**config.mk**
```make
export PLATFORM = sky130hd
export DESIGN_NAME = track_drive_ctrl
export DESIGN_NICKNAME = d
export VERILOG_FILES = /design/src/rtl/track_drive_ctrl.sv
export SDC_FILE = /design/constraint.sdc
export NUM_CORES = 1
export LEC_CHECK = 0
export ABC_AREA = 1
export BUFFER_PORTS_ARGS = -buffer_cell sky130_fd_sc_hd__buf_4
export CAP_MARGIN = 40
export CELL_PAD_IN_SITES_DETAIL_PLACEMENT = 2
export CELL_PAD_IN_SITES_GLOBAL_PLACEMENT = 2
export CORE_MARGIN = 5
export CORE_UTILIZATION = 37
export CTS_BUF_LIST = sky130_fd_sc_hd__clkbuf_8
export CTS_CLUSTER_DIAMETER = 50
export DETAILED_ROUTE_END_ITERATION = 8
export GPL_TIMING_DRIVEN = 0
export PLACE_DENSITY_LB_ADDON = 0.25
export SLEW_MARGIN = 10
export SYNTH_ARGS = -nofsm -noshare
export SYNTH_HDL_FRONTEND = slang
export SYNTH_SLANG_ARGS = --single-unit
```
**constraint.sdc**
```tcl
create_clock -name clk -period 3 [get_ports clk]
set_clock_uncertainty 0.05 [all_clocks]
set_input_delay 0.9 -clock clk [delete_from_list [all_inputs] [get_ports clk]]
set_output_delay 0.9 -clock clk [all_outputs]
set_load 0.02 [all_outputs]
```
**src/rtl/track_drive_ctrl.sv**
```systemverilog
// track_drive_ctrl
// Line-following sequencer that drives the 3-bit command input of the motor
// PWM generator. It debounces the three IR line sensors, turns the filtered
// pattern into a steering code, and runs a lost-line recovery sequence. The
// recovery sequence holds the heading, reverses, then retries. The block
// halts on a stop marker or after repeated failed recoveries.
//
// Ports:
//   clk        system clock
//   rst_n      asynchronous, active-low reset
//   sensor_in  {L,M,R} raw IR sensors, 1 = line seen
//   start      single-cycle pulse, IDLE/HALT -> RUN
//   stop_req   level, forces IDLE (wins over start)
//   ctr        PWM command (000 fwd, 010 boost, 101/100 left, 110/111 right,
//              011 reverse, 001 stop)
//   state_out  IDLE=0, RUN=1, LOST=2, REVERSE=3, HALT=4
//   fault      1 = halted after MAX_RETRY failed recoveries
//
// Optional feature: define BOOST_EN to switch straight running (sf=010) to
// the boost code after HOLD_CYC cycles. Without it, 010 is never issued.

module track_drive_ctrl #(
  parameter int CNT_W     = 24,
  parameter int FILT_CYC  = 50000,
  parameter int HOLD_CYC  = 5000000,
  parameter int LOST_CYC  = 2500000,
  parameter int BACK_CYC  = 10000000,
  parameter int MAX_RETRY = 3
) (
  input  logic       clk,
  input  logic       rst_n,
  input  logic [2:0] sensor_in,
  input  logic       start,
  input  logic       stop_req,
  output logic [2:0] ctr,
  output logic [2:0] state_out,
  output logic       fault
);

  typedef enum logic [2:0] {
    IDLE    = 3'd0,
    RUN     = 3'd1,
    LOST    = 3'd2,
    REVERSE = 3'd3,
    HALT    = 3'd4
  } state_t;

  localparam logic [2:0] C_FWD  = 3'b000;
  localparam logic [2:0] C_LG   = 3'b101;
  localparam logic [2:0] C_LS   = 3'b100;
  localparam logic [2:0] C_RG   = 3'b110;
  localparam logic [2:0] C_RS   = 3'b111;
  localparam logic [2:0] C_REV  = 3'b011;
  localparam logic [2:0] C_STOP = 3'b001;
`ifdef BOOST_EN
  localparam logic [2:0] C_BOOST = 3'b010;
`endif

  localparam logic [CNT_W-1:0] CNT_ONE  = CNT_W'(1);
  localparam logic [CNT_W-1:0] CNT_MAX  = {CNT_W{1'b1}};
  localparam logic [CNT_W-1:0] FILT_LIM = CNT_W'(FILT_CYC);
  localparam logic [CNT_W-1:0] HOLD_LIM = CNT_W'(HOLD_CYC);
  localparam logic [CNT_W-1:0] LOST_LIM = CNT_W'(LOST_CYC);
  localparam logic [CNT_W-1:0] BACK_LIM = CNT_W'(BACK_CYC);

  localparam int RETRY_W = $clog2(MAX_RETRY + 1) + 1;
  localparam logic [RETRY_W-1:0] RETRY_LIM = RETRY_W'(MAX_RETRY);
  localparam logic [RETRY_W-1:0] RETRY_ONE = RETRY_W'(1);

  state_t             state;
  logic [2:0]         sense_prev;
  logic [2:0]         sf;
  logic [CNT_W-1:0]   filt_cnt;
  logic [CNT_W-1:0]   filt_next;
  logic [CNT_W-1:0]   tmr;
  logic [CNT_W-1:0]   tmr_inc;
  logic [RETRY_W-1:0] retry;
  logic [2:0]         steer;
  logic [2:0]         steer_code;
`ifdef BOOST_EN
  logic [CNT_W-1:0]   bst;
  logic [CNT_W-1:0]   bst_inc;
`endif

  assign state_out = state;

  // filt_next is the length of the current run of identical samples,
  // counting this one. A new value restarts the run at 1.
  always_comb begin
    if (sensor_in != sense_prev) begin
      filt_next = CNT_ONE;
    end else if (filt_cnt != CNT_MAX) begin
      filt_next = filt_cnt + CNT_ONE;
    end else begin
      filt_next = filt_cnt;
    end
  end

  always_ff @(posedge clk or negedge rst_n) begin
    if (!rst_n) begin
      sense_prev <= 3'b000;
      filt_cnt   <= '0;
      sf         <= 3'b000;
    end else begin
      sense_prev <= sensor_in;
      filt_cnt   <= filt_next;
      if (filt_next >= FILT_LIM) begin
        sf <= sensor_in;
      end
    end
  end

  // One state timer serves RUN, LOST and REVERSE. It is cleared on every
  // state entry and saturates instead of wrapping.
  assign tmr_inc = (tmr != CNT_MAX) ? tmr + CNT_ONE : tmr;
`ifdef BOOST_EN
  assign bst_inc = (bst != CNT_MAX) ? bst + CNT_ONE : bst;
`endif

  // Steering decode. Invalid patterns (101) hold the last steering code.
  always_comb begin
    steer_code = steer;
    case (sf)
      3'b010:  steer_code = C_FWD;
      3'b110:  steer_code = C_LG;
      3'b100:  steer_code = C_LS;
      3'b011:  steer_code = C_RG;
      3'b001:  steer_code = C_RS;
      default: steer_code = steer;
    endcase
`ifdef BOOST_EN
    if (sf == 3'b010 && bst_inc >= HOLD_LIM) begin
      steer_code = C_BOOST;
    end
`endif
  end

  // Main sequencer. steer remembers the last code issued in RUN, so LOST can
  // keep that heading even after a REVERSE spell.
  always_ff @(posedge clk or negedge rst_n) begin
    if (!rst_n) begin
      state <= IDLE;
      ctr   <= C_STOP;
      fault <= 1'b0;
      retry <= '0;
      tmr   <= '0;
      steer <= C_STOP;
`ifdef BOOST_EN
      bst   <= '0;
`endif
    end else begin
`ifdef BOOST_EN
      bst <= '0;
`endif
      if (stop_req) begin
        state <= IDLE;
        ctr   <= C_STOP;
        fault <= 1'b0;
        tmr   <= '0;
      end else if (start && (state == IDLE || state == HALT)) begin
        state <= RUN;
        ctr   <= C_STOP;
        fault <= 1'b0;
        retry <= '0;
        tmr   <= '0;
        steer <= C_STOP;
      end else begin
        case (state)
          IDLE, HALT: begin
            ctr <= C_STOP;
          end
          RUN: begin
            // A long enough clean run earns back every recovery attempt.
            tmr <= tmr_inc;
            if (tmr_inc >= HOLD_LIM) begin
              retry <= '0;
            end
            if (sf == 3'b111) begin
              state <= HALT;
              ctr   <= C_STOP;
              fault <= 1'b0;
              tmr   <= '0;
            end else if (sf == 3'b000) begin
              state <= LOST;
              ctr   <= steer;
              tmr   <= '0;
            end else begin
              ctr   <= steer_code;
              steer <= steer_code;
`ifdef BOOST_EN
              bst   <= (sf == 3'b010) ? bst_inc : '0;
`endif
            end
          end
          LOST: begin
            if (sf != 3'b000) begin
              state <= RUN;
              ctr   <= steer;
              tmr   <= '0;
            end else if (tmr_inc >= LOST_LIM) begin
              tmr <= '0;
              if (retry == RETRY_LIM) begin
                state <= HALT;
                ctr   <= C_STOP;
                fault <= 1'b1;
              end else begin
                state <= REVERSE;
                ctr   <= C_REV;
                retry <= retry + RETRY_ONE;
              end
            end else begin
              tmr <= tmr_inc;
              ctr <= steer;
            end
          end
          REVERSE: begin
            if (sf != 3'b000) begin
              state <= RUN;
              ctr   <= C_REV;
              tmr   <= '0;
            end else if (tmr_inc >= BACK_LIM) begin
              state <= LOST;
              ctr   <= steer;
              tmr   <= '0;
            end else begin
              tmr <= tmr_inc;
              ctr <= C_REV;
            end
          end
          default: begin
            state <= IDLE;
            ctr   <= C_STOP;
            tmr   <= '0;
          end
        endcase
      end
    end
  end

endmodule

```
# Word-level counts from Yosys, hierarchy flattened
# Index checks and enable logic that the tools add are counted.
# word_totals
ff_bits	67
out_inout_bits	7
# op_classes
n_addsub	3
order_cmp	4
n_eq_ne	27
n_mux	49
bitwise_logic	1
n_reduce_logical	13
# ops
operator	count
$mux 24	11
$pmux 24 s4	1
$mux 3	25
$add 24x1->24 const B	2
$ne 24x24->1 const B	2
$ge 24x16->1 const B	1
$ge 24x22->1 const B	1
$ge 24x23->1 const B	1
$ge 24x24->1 const B	1
$ne 4x4->1 const B	4
$eq 3x2->1 const B	5
$ne 3x3->1 const B	5
$ne 5x5->1 const B	3
$pmux 3 s5	1
$eq 3x3->1 const B	4
$pmux 3 s4	1
$pmux 3 s3	1
$eq 3x1->1 const B	2
$logic_not 3->1	2
$mux 1	6
$pmux 3 s2	1
$reduce_and 6->1	1
$reduce_bool 3->1	2
$reduce_and 5->1	1
13 further kinds	13

# Longest topological paths before layout
# Gate-level depths: netlist of run 1.
# depth
depth_word	8
mapped_depth	20

# Least setup slack after synthesis of run 1
# Ideal clock, no wire load.
# synth_timing
path_kind	register -> register
from	register tmr[0]
to	register tmr[2]
arrival_time_ns	2.402
required_ns	2.876
setup_slack_ns	0.474
path_stages_with_launch	19
path_buffers	2
period_less_slack_ns	2.526
path_cell_list	dfrtp_1 -> ha_1 -> nand3_2 -> inv_2 -> nand2_2 -> nor2_4 -> nand2_4 -> buf_6 -> nand2_1 -> nor2_2 -> inv_1 -> a21oi_1 -> nor2_2 -> nor2_2 -> nand3_2 -> nand3_4 -> nand2_2 -> buf_6 -> o21ai_2
# synth_via
elab_chain_cells	8
word_cells_on_any_way	14
classes_between	add/sub (1); order compare (2); eq/ne (1); mux (10)
# synth_rtl
item	line	text
start, declared	75	logic [CNT_W-1:0] tmr;
start signal, assigned	174	tmr <= tmr_inc;
start signal, assigned	212	tmr <= tmr_inc;
start signal, assigned	226	tmr <= tmr_inc;
$add 24x1->24 or $ne 24x24->1 (tied branches)	115	assign tmr_inc = (tmr != CNT_MAX) ? tmr + CNT_ONE : tmr;
$mux 24 (*)	115	
$ge 24x24->1 or $ge 24x22->1 (tied branches)	221, 200	
$mux 24 (on tied branches)	221, 200	
$mux 24 (on tied branches)	217, 196	
$pmux 24 s4 (*)	168	case (state)
$mux 24 (*)	160	end else if (start && (state == IDLE || state == HALT)) begin
$mux 24 (*)	155	if (stop_req) begin
# Every way passes the cells marked *; elsewhere a longest branch is shown, timed or not.
# A chain may end at the register's enable or synchronous reset.

# Worst setup path after layout of run 1
# layout_timing
from	register tmr[7]
to	register tmr[5]
# Same word-level chain as after synthesis.

==> results of run 1 <==
[logic make-up (layout without fill, tap and decap cells)]
family | count (synthesis) | after routing
adder cells (fa/ha/maj) | 4 | 4
flip-flops | 67 | 67
XOR/XNOR | 20 | 20
AND/OR/NAND/NOR | 440 | 440
buffers and inverters | 113 | 149
AO/OA/AOI/OAI | 83 | 83
multiplexers | 1 | 1
[path summary, 6_finish.rpt]
| path | from | to | slack (ns) | depth (start not counted) |
|---|---|---|---|---|
| min in group clk | fault | fault | 0.47 | 1 |
| min | rst_n | tmr[6] | 0.40 | 1 |
| max reg2reg | tmr[7] | tmr[5] | 0.15 | 15 |
| max in group asynchronous | rst_n | ctr[0] | 1.89 | 2 |
| min reg2reg | fault | fault | 0.47 | 1 |
| max | tmr[7] | tmr[5] | 0.15 | 15 |
[critical path, cell delays in order, from the launching register on]
cell	delay, ns
dfrtp_1	0.46
nand2_2	0.12
nor2_2	0.20
nand2_1	0.11
o21ai_0	0.27
nand3_2	0.21
nor2_1	0.15
nand2_1	0.10
a21oi_2	0.16
nor2_2	0.07
nor2_4	0.19
nand3_2	0.13
nand3_4	0.12
nand2_2	0.09
buf_8	0.21
o21ai_2	0.12
[per-stage QoR]
step | util [%] | TNS (ns)
6_report | 42.9 | 0
5_1_grt | 42.9 | -0.460
4_1_cts | 42.0 | 0
3_5_place_dp | 39.9 | -8.85
3_3_place_gp | 39.7 | -5.35
2_1_floorplan | - | 0
[power by group]
group          internal (W)  switching (W)
logic             0.0000567       0.000144
clock network      0.000484       0.000403
registers          0.000926      0.0000181
total               0.00147       0.000564
[state kept, by name (all words and copies together) (netlist names)]
| register | flops |
|---|---|
| sf | 3 |
| filt_cnt | 24 |
| ctr | 3 |
| tmr | 24 |
| steer | 3 |
| fault | 1 |
| state_out | 3 |
| sense_prev | 3 |
| retry | 3 |
[placed cells by master (no fill, tap or decap), types with 4 or more instances in the layout]
| cell type | n |
|---|---|
| nand2_1 | 209 |
| inv_1 | 96 |
| nor2_1 | 71 |
| dfrtp_1 | 56 |
| nand3_1 | 53 |
| o21ai_0 | 28 |
| o21ai_2 | 20 |
| buf_4 | 20 |
| nand4_1 | 19 |
| nand2_2 | 17 |
| nor3_1 | 16 |
| nor2_2 | 16 |
| a21oi_1 | 15 |
| xor2_1 | 14 |
| nor2_4 | 10 |
| clkbuf_8 | 10 |
| dfrtp_2 | 9 |
| nand3_2 | 7 |
| xnor2_1 | 6 |
| or2_2 | 6 |
| nand3b_1 | 5 |
| clkbuf_1 | 5 |
| a31oi_1 | 5 |
| nor4_1 | 4 |
| inv_2 | 4 |
[per-layer routing]
layer	wire length (µm)	up-vias	track usage (%)
met2	9090	53	41.7
met4	303	0	6.82
met5	0	-	0
li1	-	2400	-
met1	8050	2476	29.6
met3	377	23	2.56
[timing repair]
action | 4_1_cts | 5_1_grt
pin swaps | 1 | 5
endpoints found under the setup margin | 37 | 35
setup buffers | 4 | 4
gates resized for setup | 10 | 30
[cell type report]
class	instances	area [µm²]
Buffer	10	72.6
Clock buffer	10	138
Clock inverter	5	77.6
Fill cell	1612	7500
Inverter	103	389
Multi-Input combinational cell	548	2880
Sequential cell	67	1690
Tap cell	176	220
Timing Repair Buffer	21	178
==> out/qor.yml, run 1 <==
finish:
  fin_cells: 940
  drive_above_1_share_pct: 18.5
  nets: 771
  n_antenna_cell: 0
  area_growth_pct: 15.1
  design_area_mm2: 0.00564
die:
  core_area_mm2: 0.0131
  die_area_mm2: 0.0156
  rows: 42
  die_h_um: 125
  start_util_pct: 37.3
  die_w_um: 125
  ioPinCount: 14
worst_setup_path:
  startpoint_type: "flip-flop"
  cp.arrival_ns: 3.09
  criticalPathCategory: "flip-flop to flip-flop"
  end_kind: "flip-flop"
  crit_required_ns: 3.24
  cp_max_fo: 10
timing:
  setup_violations: 0
  hold_slack_ns: 0.401
  tightest_slew_ns: 0.885
  hold_viol_final: 0
  fmax_mhz: 351
  slew_headroom_pct: 40.6
  maxSlewViolCount: 0
  period_needed_ns: 2.85
  worst_slack_ns: 0.147
  post-route-period-util_pct: 95.1
placement:
  placedCellCount: 917
  post-dp-hpwl_um: 13400
  pre_cts_ws_ns: -0.323
  dpl_cell_area_mm2: 0.00524
  io_buffer_count: 12
  gp_congestion: 0.898
route:
  dr.pass1.iters: 4
  vias_per_cell: 5.27
  wl_per_cell_um: 19.0
  drc: 0
  antenna_left: 0
  drt_iter0_drc: 166
  vias: 4952
  drt-total-wl_um: 17800
global_routing:
  overflow: 0
  grt_use_total_pct: 23.3
  antenna_found_initial: 0
  grt_pass1_wl_um: 29400
  grt_max_degree: 44
  grt_pass1_vias: 5648
min_path:
  hp-class: "input port to async pin"
clock_network:
  cts_tree: "built"
  worstSkewPairLatency_ns: 0.38
  cts_root_buf: "clkbuf_8"
  cts_hold_buf: 0
  cts_buffers: 9
  h-tree-depth: 3
  cts.clk_slew.worst_paths_ns: 0.08
  cts.path.max_buffers: 2
  cts_sinks: 67
synthesis:
  yosysMostFrequentCell: "nand2_1"
  ys_top_cells_by_area: "dfrtp_1 33%, nand2_1 16%, inv_1 7.4%, nor2_1 6.0%, nand3_1 5.6%"
  synth_warnings: 0
  synth_mux_area_share_pct: 0.204
  netlist_area_mm2: 0.00490
  netlist_instances: 728
  synth.avg_cell_area_um2: 6.73
  syn-num-nets: 739
  synth_area_leader_cell: "dfrtp_1"
  synth_flop_cell: "dfrtp_1"
  synthAdderAreaFrac_pct: 1.02
  synth_top_family_by_area: "simple AND/OR/NAND/NOR gates"
  synth-xor-area-share_pct: 3.57
  yosys.area_share.simple_pct: 41.1
  synth_seq_cells: 67
  async_flop_share_pct: 100
  synth_commonest_cells: "214 x nand2_1, 97 x inv_1, 78 x nor2_1"
  synth-edff-count: 0
  synth_top_area_share_pct: 33.2
  ys_types: 42
  synth_compound_area_share_pct: 10.7
  ys_seq_area_share_pct: 34.3
pwr:
  peakVddDrop_uv: 160
  leakage_nw: 2.64
  total_power_w: 0.00203
  power.density_mw_per_mm2: 360
job:
  maxCapViolations: 0
status:
  status: "finished clean"
No activity file was read; power rests on OpenSTA's default activity.
==> inputs of run 2 (changes only) <==
Settings changed: BUFFER_PORTS_ARGS -buffer_cell sky130_fd_sc_hd__buf_4 to -buffer_cell sky130_fd_sc_hd__buf_2.
==> out/qor.yml, run 2 (same netlist as run 1, synthesis figures left out) <==
route:
  drt_iter0_drc: 166  # unchanged
  drc: 0  # unchanged
  dr.pass1.iters: 4  # unchanged
  vias: 4955  # +0.061%
  antenna_left: 0  # unchanged
  wl_per_cell_um: 18.7  # -1.3%
  drt-total-wl_um: 17600  # -1.3%
  vias_per_cell: 5.27  # about the same
timing:
  worst_slack_ns: 0.153  # +0.00562 ns
  fmax_mhz: 351  # +0.20%
  hold_viol_final: 0  # unchanged
  tightest_slew_ns: 0.790  # -0.0948 ns
  post-route-period-util_pct: 94.9  # -0.19 points
  setup_violations: 0  # unchanged
  maxSlewViolCount: 0  # unchanged
  period_needed_ns: 2.85  # -0.00562 ns
  slew_headroom_pct: 46.9  # +6.4 points
worst_setup_path:
  cp_max_fo: 10  # unchanged
  criticalPathCategory: "flip-flop to flip-flop"
  reg2reg_slack_ns: 0.15  # about the same
  max_stage_delay_ns: 0.42  # -0.04 ns
  end_kind: "flip-flop"
  cp_slowest_cell: "dfrtp_1"
  worstPathCellList: "nand2_2, nor2_2, nand2_1, o21ai_0, nand3_1, nor2_1, nand2_1, a21oi_2, nor2_2, nor2_4, nand3_2, nand3_4, nand2_2, buf_12, o21ai_2"
  cp.arrival_ns: 3.10  # about the same
  startpoint_type: "flip-flop"
  crit_required_ns: 3.25  # about the same
pwr:
  leakage_nw: 2.67  # +0.88%
  pwr-share-comb_pct: 9.2  # -0.7 points
  power.sequential.fraction_pct: 45.3  # -1.2 points
  p_int_w: 0.00152  # +3.7%
  p_switching_w: 0.000558  # -1.2%
  power.density_mw_per_mm2: 370  # +2.9%
  peakVddDrop_uv: 195  # +22%
  clkPwrFrac_pct: 45.5  # +1.9 points
  switching_share_pct: 26.8  # -0.96 points
clock_network:
  cts.path.max_buffers: 2  # unchanged
  cts_hold_buf: 0  # unchanged
  worstSkewPairLatency_ns: 0.38  # about the same
  cts_root_buf: "clkbuf_8"
  cts_buffers: 9  # unchanged
  cts.clk_slew.worst_paths_ns: 0.08  # about the same
  cts_tree: "built"
  h-tree-depth: 3  # unchanged
  cts_sinks: 67  # unchanged
global_routing:
  grt_max_degree: 44  # unchanged
  overflow: 0  # unchanged
  grt_use_total_pct: 22.8  # -0.50 points
  antenna_found_initial: 0  # unchanged
  grt_pass1_vias: 5612  # -0.64%
  grt_pass1_wl_um: 28900  # -1.7%
finish:
  area_growth_pct: 14.6
  final_common_cell: "nand2_1"
  drive_above_1_share_pct: 17.8  # -0.65 points
  n_antenna_cell: 0  # unchanged
  finalCoreUtilization_pct: 42.7  # -0.20 points
  fin_cells: 940  # unchanged
  nets: 771  # unchanged
  layout_common_cells: "211 x nand2_1, 97 x inv_1, 73 x nor2_1"
  reg.largest.list: "filt_cnt (24), tmr (24)"
min_path:
  hp-class: "input port to async pin"
placement:
  gp_congestion: 0.898  # +0.10%
  placedCellCount: 917  # unchanged
  io_buffer_count: 12  # unchanged
  post-dp-hpwl_um: 13200  # -1.6%
  pre_cts_ws_ns: -0.308  # +0.0142 ns
die:
  die_area_mm2: 0.0156  # unchanged
  core_area_mm2: 0.0131  # unchanged
  die_w_um: 125  # unchanged
  die_h_um: 125  # unchanged
  rows: 42  # unchanged
  start_util_pct: 37.3  # unchanged
  ioPinCount: 14  # unchanged
status:
  status: "finished clean"
job:
  maxCapViolations: 0  # unchanged
-- run 2: path summary, 6_finish.rpt --
kind	startpoint	end	depth (start not counted)
worst max-delay path	tmr[5]	tmr[1]	15
worst min-delay path	rst_n	tmr[6]	1
worst max register to register	tmr[5]	tmr[1]	15
worst min register to register	fault	fault	1
max in group asynchronous	rst_n	steer[0]	2
min in group clk	fault	fault	1
-- run 2: area by class of cell --
cell class | instances | area (µm²)
well taps | 176 | 220
flip-flops and latches | 67 | 1690
fillers | 1616 | 7520
clock buffers | 9 | 124
inverters | 103 | 389
repair buffers | 21 | 150
plain buffers | 10 | 81.3
multi-input cells | 548 | 2850
clock inverters | 6 | 106
-- run 2: layer usage --
layer / up-vias / routed length (µm) / global-route usage [%]
met4: 0 / 378 / 7.91
met1: 2478 / 7900 / 28.2
met2: 61 / 8980 / 40.8
li1: 2388 / - / -
met5: - / 0 / 0
met3: 28 / 333 / 3.07
-- run 2: critical path, delay by kind of cell (launching register included) --
family | cells | cell delay, ns
buffers and inverters | 1 | 0.20
AOI/OAI and AO/OA | 3 | 0.51
DFF | 1 | 0.42
and+or+nand+nor | 11 | 1.58
-- run 2: through the flow --
| stage | hold WS (ns) | cell area, µm² | total power, W | setup TNS (ns) |
|---|---|---|---|---|
| 2_1_floorplan | 0.415 | 4900 | 0.00107 | 0 |
| 3_3_place_gp | 0.434 | 5180 | 0.00114 | -5.32 |
| 3_5_place_dp | 0.447 | 5210 | 0.00115 | -8.07 |
| 4_1_cts | 0.387 | 5480 | 0.00210 | 0 |
| 5_1_grt | 0.402 | 5620 | 0.00217 | -1.07 |
| 6_report | 0.388 | 5620 | 0.00208 | 0 |
-- run 2: repair_timing --
item / 4_1_cts / 5_1_grt
pin swaps: 1 / 5
endpoints found under the setup margin: 36 / 32
cloned: 0 / 0
buffers inserted: 1 / 7
gates resized for setup: 9 / 29
-- run 2: power groups by stage --
stage               registers [W]  logic [W]  clock network (W)
finish                   0.000942   0.000192           0.000945
global route             0.000946   0.000216            0.00101
CTS                      0.000943   0.000193           0.000967
detailed placement       0.000961   0.000190                  0
global placement         0.000959   0.000177                  0
floorplan                0.000962   0.000104                  0
